[config.mk]
export PLATFORM = sky130hd
export DESIGN_NAME = output_stream_if
export DESIGN_NICKNAME = d
export VERILOG_FILES = /design/src/rtl/output_stream_if.sv
export SDC_FILE = /design/constraint.sdc
export NUM_CORES = 1
export LEC_CHECK = 0
export CAP_MARGIN = 20
export CORE_MARGIN = 2
export CORE_UTILIZATION = 50
export CTS_CLUSTER_SIZE = 10
export DETAILED_ROUTE_END_ITERATION = 10
export PLACE_DENSITY = 0.67
export SKIP_CTS_REPAIR_TIMING = 1
export SLEW_MARGIN = 30
export SYNTH_ARGS = -nofsm -noshare
export SYNTH_HDL_FRONTEND = slang
export SYNTH_SLANG_ARGS = --single-unit
[constraint.sdc]
create_clock -name clk -period 4.86 [get_ports clk]
set_input_delay 0.729 -clock clk [delete_from_list [all_inputs] [get_ports clk]]
set_output_delay 0.729 -clock clk [all_outputs]
set_load 0.005 [all_outputs]
[src/rtl/output_stream_if.sv]
// -----------------------------------------------------------------------------
// output_stream_if
//
// AXI4-Stream master that returns results from user logic to the interconnect.
// User logic pushes beats {user, last, keep, data} into a 2^DEPTH_BITS-entry
// circular FIFO. A two-entry skid slice drains the FIFO onto the AXI4-Stream
// outputs under full backpressure. All AXI outputs come straight from
// registers, so TVALID never depends combinationally on TREADY.
//
// Optional feature macro: OSIF_AUTO_LAST_EN
//   When defined, osif_frame_len exists and osif_last_din is ignored.
//   TLAST is then generated by a beat counter: a beat is last when
//   cnt == osif_frame_len-1, or on every beat when osif_frame_len == 0.
//   osif_frame_len may only change while the FIFO is empty and cnt == 0.
//
// Ports:
//   clk, rstn        clock, asynchronous active-low reset
//   osif_data_din    beat data            osif_strb_din  beat byte-keep
//   osif_last_din    beat end-of-packet   osif_user_din  beat sideband
//   osif_write       push request         osif_full_n    FIFO can accept a push
//   osif_frame_len   beats per frame (OSIF_AUTO_LAST_EN only)
//   TVALID/TREADY/TDATA/TKEEP/TLAST/TUSER  AXI4-Stream master
// -----------------------------------------------------------------------------
module output_stream_if #(
    parameter int TBITS      = 32,
    parameter int TBYTE      = 4,
    parameter int DEPTH_BITS = 4,
    parameter int LEN_BITS   = 16
) (
    input  logic                clk,
    input  logic                rstn,
    input  logic [TBITS-1:0]    osif_data_din,
    input  logic [TBYTE-1:0]    osif_strb_din,
    input  logic                osif_last_din,
    input  logic                osif_user_din,
    input  logic                osif_write,
    output logic                osif_full_n,
`ifdef OSIF_AUTO_LAST_EN
    input  logic [LEN_BITS-1:0] osif_frame_len,
`endif
    output logic                TVALID,
    input  logic                TREADY,
    output logic [TBITS-1:0]    TDATA,
    output logic [TBYTE-1:0]    TKEEP,
    output logic                TLAST,
    output logic                TUSER
);

    localparam int BW    = TBITS + TBYTE + 2;
    localparam int DEPTH = 1 << DEPTH_BITS;
    localparam logic [DEPTH_BITS:0] DEPTH_CNT = (DEPTH_BITS+1)'(DEPTH);

    typedef enum logic [1:0] {
        ZERO = 2'd0,
        ONE  = 2'd1,
        TWO  = 2'd2
    } slice_state_t;

    logic [BW-1:0]         mem_r [DEPTH];
    logic [DEPTH_BITS-1:0] rd_ptr_r;
    logic [DEPTH_BITS-1:0] wr_ptr_r;
    logic [DEPTH_BITS:0]   count_r;
    logic [DEPTH_BITS:0]   count_nxt_s;
    logic                  full_n_r;
    logic                  empty_n_r;
    logic                  push_s;
    logic                  pop_s;
    logic [BW-1:0]         din_s;
    logic [BW-1:0]         fifo_dout_s;
    logic [BW-1:0]         slice_in_s;
    slice_state_t          state_r;
    logic                  s_ready_r;
    logic                  valid_r;
    logic [BW-1:0]         p1_r;
    logic [BW-1:0]         p2_r;

    assign din_s  = {osif_user_din, osif_last_din, osif_strb_din, osif_data_din};
    assign push_s = osif_write & full_n_r;
    assign pop_s  = empty_n_r & s_ready_r;
    assign fifo_dout_s = mem_r[rd_ptr_r];

`ifdef OSIF_AUTO_LAST_EN
    logic [LEN_BITS-1:0] len_cnt_r;
    logic                auto_last_s;

    assign auto_last_s = (osif_frame_len == {LEN_BITS{1'b0}}) |
                         (len_cnt_r == (osif_frame_len - LEN_BITS'(1)));

    // Frame beat counter: advances per pop, clears after the frame's last beat.
    always_ff @(posedge clk or negedge rstn) begin
        if (!rstn) begin
            len_cnt_r <= {LEN_BITS{1'b0}};
        end else if (pop_s) begin
            if (auto_last_s) begin
                len_cnt_r <= {LEN_BITS{1'b0}};
            end else begin
                len_cnt_r <= len_cnt_r + LEN_BITS'(1);
            end
        end
    end

    // The stored last bit is replaced by the counter's verdict as the beat leaves the FIFO.
    always_comb begin
        slice_in_s         = fifo_dout_s;
        slice_in_s[BW-2]   = auto_last_s;
    end
`else
    assign slice_in_s = fifo_dout_s;
`endif

    // Next occupancy: simultaneous push and pop leave the count unchanged.
    always_comb begin
        count_nxt_s = count_r;
        case ({push_s, pop_s})
            2'b10:   count_nxt_s = count_r + (DEPTH_BITS+1)'(1);
            2'b01:   count_nxt_s = count_r - (DEPTH_BITS+1)'(1);
            default: count_nxt_s = count_r;
        endcase
    end

    // FIFO storage; contents need no reset because occupancy gates every read.
    always_ff @(posedge clk) begin
        if (push_s) begin
            mem_r[wr_ptr_r] <= din_s;
        end
    end

    // FIFO pointers, count and the registered full/empty flags.
    always_ff @(posedge clk or negedge rstn) begin
        if (!rstn) begin
            rd_ptr_r  <= {DEPTH_BITS{1'b0}};
            wr_ptr_r  <= {DEPTH_BITS{1'b0}};
            count_r   <= {(DEPTH_BITS+1){1'b0}};
            full_n_r  <= 1'b1;
            empty_n_r <= 1'b0;
        end else begin
            if (push_s) begin
                wr_ptr_r <= wr_ptr_r + DEPTH_BITS'(1);
            end
            if (pop_s) begin
                rd_ptr_r <= rd_ptr_r + DEPTH_BITS'(1);
            end
            count_r   <= count_nxt_s;
            full_n_r  <= (count_nxt_s != DEPTH_CNT);
            empty_n_r <= (count_nxt_s != {(DEPTH_BITS+1){1'b0}});
        end
    end

    // Two-entry skid slice: p1 drives the bus, p2 catches the beat popped during a stall.
    always_ff @(posedge clk or negedge rstn) begin
        if (!rstn) begin
            state_r   <= ZERO;
            s_ready_r <= 1'b1;
            valid_r   <= 1'b0;
            p1_r      <= {BW{1'b0}};
            p2_r      <= {BW{1'b0}};
        end else begin
            case (state_r)
                ZERO: begin
                    if (pop_s) begin
                        p1_r    <= slice_in_s;
                        valid_r <= 1'b1;
                        state_r <= ONE;
                    end
                end
                ONE: begin
                    if (TREADY && !pop_s) begin
                        valid_r <= 1'b0;
                        state_r <= ZERO;
                    end else if (pop_s && !TREADY) begin
                        p2_r      <= slice_in_s;
                        s_ready_r <= 1'b0;
                        state_r   <= TWO;
                    end else if (pop_s && TREADY) begin
                        p1_r <= slice_in_s;
                    end
                end
                TWO: begin
                    if (TREADY) begin
                        p1_r      <= p2_r;
                        s_ready_r <= 1'b1;
                        state_r   <= ONE;
                    end
                end
                default: begin
                    state_r   <= ZERO;
                    s_ready_r <= 1'b1;
                    valid_r   <= 1'b0;
                end
            endcase
        end
    end

    assign osif_full_n = full_n_r;
    assign TVALID      = valid_r;
    assign TDATA       = p1_r[TBITS-1:0];
    assign TKEEP       = p1_r[TBITS +: TBYTE];
    assign TLAST       = p1_r[BW-2];
    assign TUSER       = p1_r[BW-1];

endmodule
==> out/results.ini, run 1 <==
[timing]
slew_headroom_pct = 34.9
worstMarginPinSlew_ns = 0.975
fin_skew_ns = 0.0304
rsz0062_at_grt = no
setup_viol = 0
period_share_pct = 66.9
fmax_mhz = 308
drv_slew = 0
fin_tns_setup_ns = 0
finalHoldViolations = 0
fin_crit_ns = 3.25

[status]
status = completed

[cells_and_area]
fin_area_mm2 = 0.0315
drive_gt1_share_pct = 19.9
filler_cell_count = 3887
final_common_cell = edfxtp_1
syn2layout_area_growth_pct = 15.1
regArea_mm2 = 0.0206
multi_input_area_mm2 = 0.00643
most-common-layout-cells = edfxtp_1, mux4_2, a21oi_1
fin_util_pct = 58.3
final_nets = 1610
diodes = 0

[placed_design]
gp_congestion = 0.732
post_dp_cell_area_mm2 = 0.0292
hpwl_um = 33500
io_buffers = 81

[floorplan]
die_w_um = 238
die_y_um = 238
core_mm2 = 0.0540
ioPinCount = 82
dieArea_mm2 = 0.0567
rows = 85
start_util_pct = 50.7

[drt]
first_pass_iters = 5
routed-via-count = 14200
wl_um = 60400
drtIter0Drc = 1279
ant_nets = 0
drcViolationCount = 0
vias_per_cell = 6.19
wl_per_cell_um = 26.4

[global_routing]
antenna_found_initial = 3
grt_use_total_pct = 21.9
grt_pass1_wl_um = 91900
overflow = 0
grt_pass1_vias = 14600
grt_max_degree = 76

[synth]
syn_area_per_cell_um2 = 18.9
synth_seq_cells = 703
synth-edff-count = 608
yosysSeqAreaShare_pct = 75.3
synth_top_flop_cell = edfxtp_1
synth.cell_area_mm2 = 0.0274
synth_fp_nets = 1500
syn_inst = 1446
synth_warnings = 0
synthDistinctLibCells = 43
synthArstFlopShare_pct = 13.5

[clocking]
numCtsBuffers = 80
cts_tree = built
root_buffer = clkbuf_16
clockBufferDepth = 3
htreeDepth = 3
cts.sinks = 703
clock_latency_ns = 0.62
clk_pin_slew_ns = 0.06

[setup_path]
crit_type = reg2reg
worstSetupEndpointType = register
crit_required_ns = 5.36
critPathMaxFanout = 9
startpoint_type = register
cp.arrival_ns = 3.75

[power]
ir_drop_uv = 234
power_w = 0.0137
powerDensity_mw_per_mm2 = 433
cellLeakagePower_nw = 10.2

[worst_hold_path]
min_path_type = in2async

[job]
cap_violations = 0

[synth_stat cells (all sizes together), types with 3 or more instances]
| cell | number | area, um^2 |
|---|---|---|
| edfxtp | 608 | 18300 |
| mux4 | 152 | 3420 |
| a21oi | 119 | 596 |
| dfrtp | 93 | 2330 |
| o21ai | 81 | 405 |
| a22o | 75 | 657 |
| clkbuf | 61 | 229 |
| nor2 | 54 | 203 |
| nand2 | 51 | 191 |
| buf | 38 | 211 |
| a31oi | 37 | 231 |
| ha | 12 | 150 |
| xnor2 | 10 | 87.6 |
| inv | 8 | 30.0 |
| nor3 | 6 | 30.0 |
| and2 | 5 | 33.8 |
| nor2b | 5 | 38.8 |
| a22oi | 3 | 22.5 |
| mux2 | 3 | 33.8 |
[worst paths after layout]
path | start | endpoint | slack, ns | cells after the start
min in group clk | p2_r[35] | p2_r[35] | 0.48 | 2
worst max register to register | s_ready_r | empty_n_r | 1.61 | 9
worst min register to register | p2_r[35] | p2_r[35] | 0.48 | 2
worst min-delay path | rstn | count_r[2] | 0.1 | 1
max in group asynchronous | rstn | p2_r[24] | 3.67 | 2
worst max-delay path | s_ready_r | empty_n_r | 1.61 | 9
[registers in the layout, summed over array words and instances, names as in the netlist]
name,count
mem_r,608
p1_r,38
p2_r,38
count_r,5
rd_ptr_r,4
wr_ptr_r,4
state_r,2
TVALID,1
empty_n_r,1
osif_full_n,1
s_ready_r,1
[stage by stage]
| step | cells | worst slack, ns | hold slack (ns) |
|---|---|---|---|
| finish | 2291 | 1.61 | 0.0962 |
| global route | 2291 | 1.42 | 0.132 |
| CTS | 2290 | 1.67 | 0.0850 |
| detailed placement | 2169 | 1.06 | 0.470 |
| global placement | 2167 | 1.13 | 0.462 |
| floorplan | 1446 | 0.496 | 0.433 |
[critical path, cell delays in order (launching register included)]
cell      delay (ns)
dfstp_2         0.55
and2_1          0.39
ha_1            0.45
xor2_1          0.20
ha_1            0.24
o21ai_0         0.11
a221oi_1        0.31
o221ai_1        0.20
xnor2_1         0.19
or4b_1          0.47
[power breakdown]
part           switching [W]  internal [W]
registers           0.000166       0.00714
clock network        0.00224       0.00309
logic               0.000712      0.000315
[routing by layer]
layer	wire length, um	track usage, %
met5	40	0
met4	1090	6.10
met3	4180	4.30
met2	28900	34.7
met1	26200	31.6
[cell type report]
cell class | count | share of cell area, %
well taps | 696 | 2.76
clock inverters | 5 | 0.282
multi-input cells | 636 | 20.4
clock buffers | 116 | 6.92
inverters | 8 | 0.0953
repair buffers | 127 | 4.05
flip-flops and latches | 703 | 65.5
[cell families (layout without fill, tap and decap cells)]
logic type                 count (synthesis)  count (layout)  share of synthesized area [%]
AOI/OAI and AO/OA                        321             321                           7.16
DFF                                      703             703                           75.3
xor gates and xnor gates                  12              12                          0.384
muxes                                    155             155                           12.6
buffers and inverters                    107             256                           1.72
adders and majority gates                 12              12                          0.548
and+or+nand+nor                          136             136                           2.22
No activity file was read; power rests on OpenSTA's default activity.
==> run 2: changes to the inputs <==
- PLACE_DENSITY: 0.67 -> 0.7
- clock period: 4.86 -> 2.8 ns (I/O delays scaled with it)
==> run 2 against run 1 <==
Maximum frequency grew 24%; critical endpoint unchanged; cell area grew 2.0%; highest routed layer is now met4; largest cell class unchanged; count of clock-buffer cells in the layout shrank 1; worst hold slack gained 0.28 ns; via count grew 1.4%; sequential share of layout area shrank 1.3 points; largest power group unchanged; critical path depth grew 1; global-route usage shrank 0.22 points; setup slack lost 1.4 ns.
==> out/results.ini, run 2 (synthesis results as in run 1) <==
[status]
status = completed

[setup_path]
worstSetupEndpointType = register
cp.arrival_ns = 3.09
cpMostUsedCell = ha_1
critPathMaxFanout = 3
crit_required_ns = 3.27
slowest_delay_ns = 0.54
crit_slowest_cell = dfstp_2
startpoint_type = register
worstPathCellList = and2_1 > inv_1 > ha_1 > xor2_1 > ha_1 > o21ai_0 > a221oi_1 > o221ai_1 > xnor2_1 > or4b_1
crit_type = reg2reg

[cells_and_area]
largest_reg_flops = 608
multi_input_area_mm2 = 0.00645
most-common-layout-cells = edfxtp_1, mux4_2, a21oi_1
largest_register = mem_r
regArea_mm2 = 0.0206
reg_top3 = mem_r: 608 flops, p1_r: 38 flops, p2_r: 38 flops
final-instance-count-excl-fill = 2333
final_common_cell = edfxtp_1
syn2layout_area_growth_pct = 17.4
filler_cell_count = 3785
final_nets = 1655
fin_area_mm2 = 0.0321
fin_util_pct = 59.5
drive_gt1_share_pct = 22.2

[clocking]
clockBufferDepth = 3
clk_pin_slew_ns = 0.05
cts_tree = built
cts.sinks = 703
clock_latency_ns = 0.61
numCtsBuffers = 80
root_buffer = clkbuf_16
htreeDepth = 3

[placed_design]
gp_congestion = 0.762
dp.cells = 2214
io_buffers = 81
hpwl_um = 34900
post_dp_cell_area_mm2 = 0.0299

[timing]
fmax_mhz = 381
rsz0062_at_grt = no
finalHoldViolations = 0
period_share_pct = 93.7
worstMarginPinSlew_ns = 0.818
drv_slew = 0
fin_crit_ns = 2.62
slew_headroom_pct = 45.5
fin_tns_setup_ns = 0
setup_viol = 0
hold_ws_ns = 0.379
fin_skew_ns = 0.0331

[global_routing]
gr-usage-met3_pct = 4.04
met1_usage_pct = 29.8
grt_pass1_wl_um = 91400
overflow = 0
grt_use_total_pct = 21.7
antenna_found_initial = 1
grt_max_degree = 96
top_usage_layer = met2
grtUsageMet2_pct = 35.8
grt_pass1_vias = 15000

[drt]
ant_nets = 0
wl_per_cell_um = 25.7
routed-via-count = 14400
first_pass_iters = 5
drcViolationCount = 0
drtIter0Drc = 1446
vias_per_cell = 6.17
wl_um = 59900

[floorplan]
ioPinCount = 82
die_y_um = 238
core_mm2 = 0.0540
start_util_pct = 50.7
die_w_um = 238
dieArea_mm2 = 0.0567
rows = 85

[power]
cellLeakagePower_nw = 10.5
ir_drop_uv = 414
powerDensity_mw_per_mm2 = 743

[worst_hold_path]
min_path_type = in2async

[job]
cap_violations = 0

==> run 2: power breakdown <==
group | switching [W] | total, W | leakage (nW) | internal, W
registers | 0.000323 | 0.0127 | 6.78 | 0.0124
logic | 0.00124 | 0.00195 | 2.62 | 0.000707
clock network | 0.00380 | 0.00924 | 1.09 | 0.00544
==> run 2: metrics by stage <==
stage          power, W  setup slack, ns
3_5_place_dp     0.0149           -0.200
5_1_grt          0.0247          0.00626
4_1_cts          0.0241            0.155
6_report         0.0239            0.176
2_1_floorplan    0.0137           -0.216
3_3_place_gp     0.0148           -0.128
==> run 2: cell type report <==
cell class	count	share of cell area (%)
Antenna cell	1	0.00778
Clock buffer	115	6.93
Clock inverter	2	0.0895
Inverter	8	0.0934
Multi-Input combinational cell	636	20.1
Sequential cell	703	64.2
Tap cell	696	2.71
Timing Repair Buffer	172	5.89
==> run 2: metal layers <==
layer	up-vias	routed length (um)
met5	-	0
met3	72	4220
met1	7583	24800
met2	554	29700
li1	6183	-
met4	0	1170
==> run 2: worst paths after layout <==
| check | start | to | slack (ns) | depth (start not counted) |
|---|---|---|---|---|
| worst max-delay path | osif_full_n | empty_n_r | 0.18 | 10 |
| worst min-delay path | rstn | count_r[3] | 0.38 | 3 |
| worst max register to register | osif_full_n | empty_n_r | 0.18 | 10 |
| worst min register to register | p2_r[35] | p2_r[35] | 0.48 | 2 |
| max in group asynchronous | rstn | rd_ptr_r[0] | 1.92 | 3 |
| min in group clk | p2_r[35] | p2_r[35] | 0.48 | 2 |
==> run 2: critical path, delay by kind of cell (launching register included) <==
family,cells,cell delay (ns)
xor+xnor,2,0.33
fa+ha+maj,2,0.41
buf+inv,1,0.06
flops,1,0.54
compound gates,3,0.55
simple gates,2,0.62
==> run 3: changes to the inputs <==
- ABC_AREA: unset -> 1
- PLACE_DENSITY: 0.7 -> 0.69
- RECOVER_POWER: unset -> 50
==> run 3 against run 2 <==
The flow now finishes with violations (max-capacitance violations, max-slew violations); non-clock buffer count is 28 lower; total power rose by 53%; maximum frequency rose by 3.4%; combinational power increased to 6.8 times the previous value; utilization down 1.4 points; die area is 5.3% higher; final cell count increased by 52%; sequential power is 8% higher; area after synthesis up 5.4%; global-route usage rose by 2.1 points; wire length grew 17%; clock skew is 0.013 ns lower.
==> out/results.ini, run 3 <==
[cells_and_area]
multi_input_area_mm2 = 0.00730
regArea_mm2 = 0.0206
final_common_cell = nand2_1
drive_gt1_share_pct = 6.39
most-common-layout-cells = nand2_1, edfxtp_1, nand3_1
fin_util_pct = 58.1
final_nets = 2759
largest_register = mem_r
reg_top3 = mem_r: 608 flops, p1_r: 38 flops, p2_r: 38 flops
largest_reg_flops = 608
syn2layout_area_growth_pct = 15.4
filler_cell_count = 4561
final-instance-count-excl-fill = 3538
fin_area_mm2 = 0.0333

[global_routing]
grt_use_total_pct = 23.8
grt_pass1_wl_um = 110000
overflow = 0
antenna_found_initial = 1
grt_max_degree = 106
grt_pass1_vias = 19200

[timing]
rsz0062_at_grt = no
setup_viol = 0
finalHoldViolations = 0
fmax_mhz = 394
drv_slew = 50
fin_skew_ns = 0.0197
fin_crit_ns = 2.54
period_share_pct = 90.6
slew_headroom_pct = -1.26
worstMarginPinSlew_ns = 1.52
fin_tns_setup_ns = 0

[placed_design]
gp_congestion = 0.813
post_dp_cell_area_mm2 = 0.0310
io_buffers = 81
dp.cells = 3387
hpwl_um = 38200

[synth]
yosysTopAreaCell = edfxtp_1
syn_area_per_cell_um2 = 11.0
synthDistinctLibCells = 24
synth-edff-count = 608
synth_warnings = 0
synth_fp_nets = 2682
synthArstFlopShare_pct = 13.5
synth_top_area_share_pct = 63.2
synth_top_flop_cell = edfxtp_1
synth_common_cells = nand2_1, edfxtp_1, nand3_1, nor2_1, o21ai_0
synthMostInstantiatedCell = nand2_1
synth.cell_area_mm2 = 0.0289
ys_top_cells_by_area = edfxtp_1, nand2_1, dfrtp_1
synth_seq_cells = 703
yosysSeqAreaShare_pct = 71.5
syn_inst = 2628

[clocking]
clock_latency_ns = 0.62
root_buffer = clkbuf_16
cts_tree = built
clk_pin_slew_ns = 0.06
cts.sinks = 703
clockBufferDepth = 3
numCtsBuffers = 80
htreeDepth = 3

[status]
status = finished, violations left
violations = max-capacitance violations, max-slew violations

[floorplan]
rows = 88
die_y_um = 244
dieArea_mm2 = 0.0597
ioPinCount = 82
core_mm2 = 0.0574
die_w_um = 244
start_util_pct = 50.3

[power]
cellLeakagePower_nw = 12.9
power_w = 0.0365
ir_drop_uv = 701
powerDensity_mw_per_mm2 = 1090

[job]
cap_violations = 1

[setup_path]
cpMostUsedCell = nand2_1
cp.arrival_ns = 3.04
ff2ff_path_depth = 15
worstPathCellList = nand2_1 > inv_1 > ha_1 > nand2_1 > inv_1 > nor2_1 > ha_1 > a21oi_1 > nand2_1 > nand3_1 > o21ai_0 > inv_1 > nand2_1 > nor2_1 > nand2_1
crit_required_ns = 3.30
startpoint_type = register
critPathMaxFanout = 6
worstSetupEndpointType = register
crit_type = reg2reg
slowest_delay_ns = 0.53
crit_slowest_cell = dfstp_2

[drt]
vias_per_cell = 5.50
first_pass_iters = 7
wl_per_cell_um = 19.9
ant_nets = 0
drtIter0Drc = 1910
drcViolationCount = 0
routed-via-count = 19500
wl_um = 70300

[worst_hold_path]
min_path_type = reg2reg
hold_depth = 2

## run 3: changes by cell type in the layout (fill, tap and decap cells not counted), sizes merged, moves of 77 or more
| cell | delta |
|---|---|
| a21oi | -79 |
| nand2 | +829 |
| inv | +103 |
| nor2 | +197 |
| nand3 | +273 |
| o21ai | +77 |
| mux4 | -152 |
## run 3: area by class of cell
class	count	area share (%)
sequential	703	62.0
multi-input combinational	1669	21.9
clock buffer	141	6.69
timing repair buffer	144	4.99
tap	765	2.87
inverter	107	1.24
clock inverter	8	0.330
antenna	1	0.00751
## run 3: final timing paths
path,start,end,slack [ns]
setup / recovery,s_ready_r,empty_n_r,0.26
hold / removal,s_ready_r,s_ready_r,0.47
setup reg to reg,s_ready_r,empty_n_r,0.26
hold reg to reg,s_ready_r,s_ready_r,0.47
max in group asynchronous,rstn,rd_ptr_r[2],0.48
min in group asynchronous,rstn,p2_r[0],0.69
## run 3: cell families (layout without fill, tap and decap cells)
logic type / Yosys count / after routing / share of synthesized area (%)
xor+xnor: 7 / 7 / 0.212
simple gates: 1410 / 1410 / 19.6
buf+inv: 256 / 400 / 3.70
other cells: 0 / 1 / 0
fa+ha+maj: 12 / 12 / 0.520
flops: 703 / 703 / 71.5
compound gates: 240 / 240 / 4.53
## run 3: metal layers
metal  part of all wire (%)  track usage, %  wire length (um)  up-vias
met5                      0               0                 0        -
li1                       -               -                 -     9088
met1                     41            31.5             28600     9435
met4                    3.2            8.61              2250        0
met2                     49            40.2             34700      779
met3                    6.8            3.57              4810      158
## run 3: per-stage QoR
step / setup WS [ns] / hold WS (ns)
4_1_cts: 0.303 / -0.116
6_report: 0.263 / 0.469
5_1_grt: 0.0590 / 0.494
3_3_place_gp: 0.226 / 0.461
2_1_floorplan: -0.159 / 0.124
3_5_place_dp: 0.179 / 0.466
## run 3: worst max-delay path, delay by kind of cell (launching register included)
| kind | cells | cell delay (ns) |
|---|---|---|
| AO/OA/AOI/OAI | 2 | 0.37 |
| adder cells (fa/ha/maj) | 2 | 0.47 |
| buffers and inverters | 3 | 0.29 |
| flip-flops | 1 | 0.53 |
| AND/OR/NAND/NOR | 8 | 0.76 |
## run 3: report_power, final
part	switching [W]	internal, W
registers	0.000633	0.0131
clock network	0.00402	0.00549
logic	0.00896	0.00427
total	0.0136	0.0229
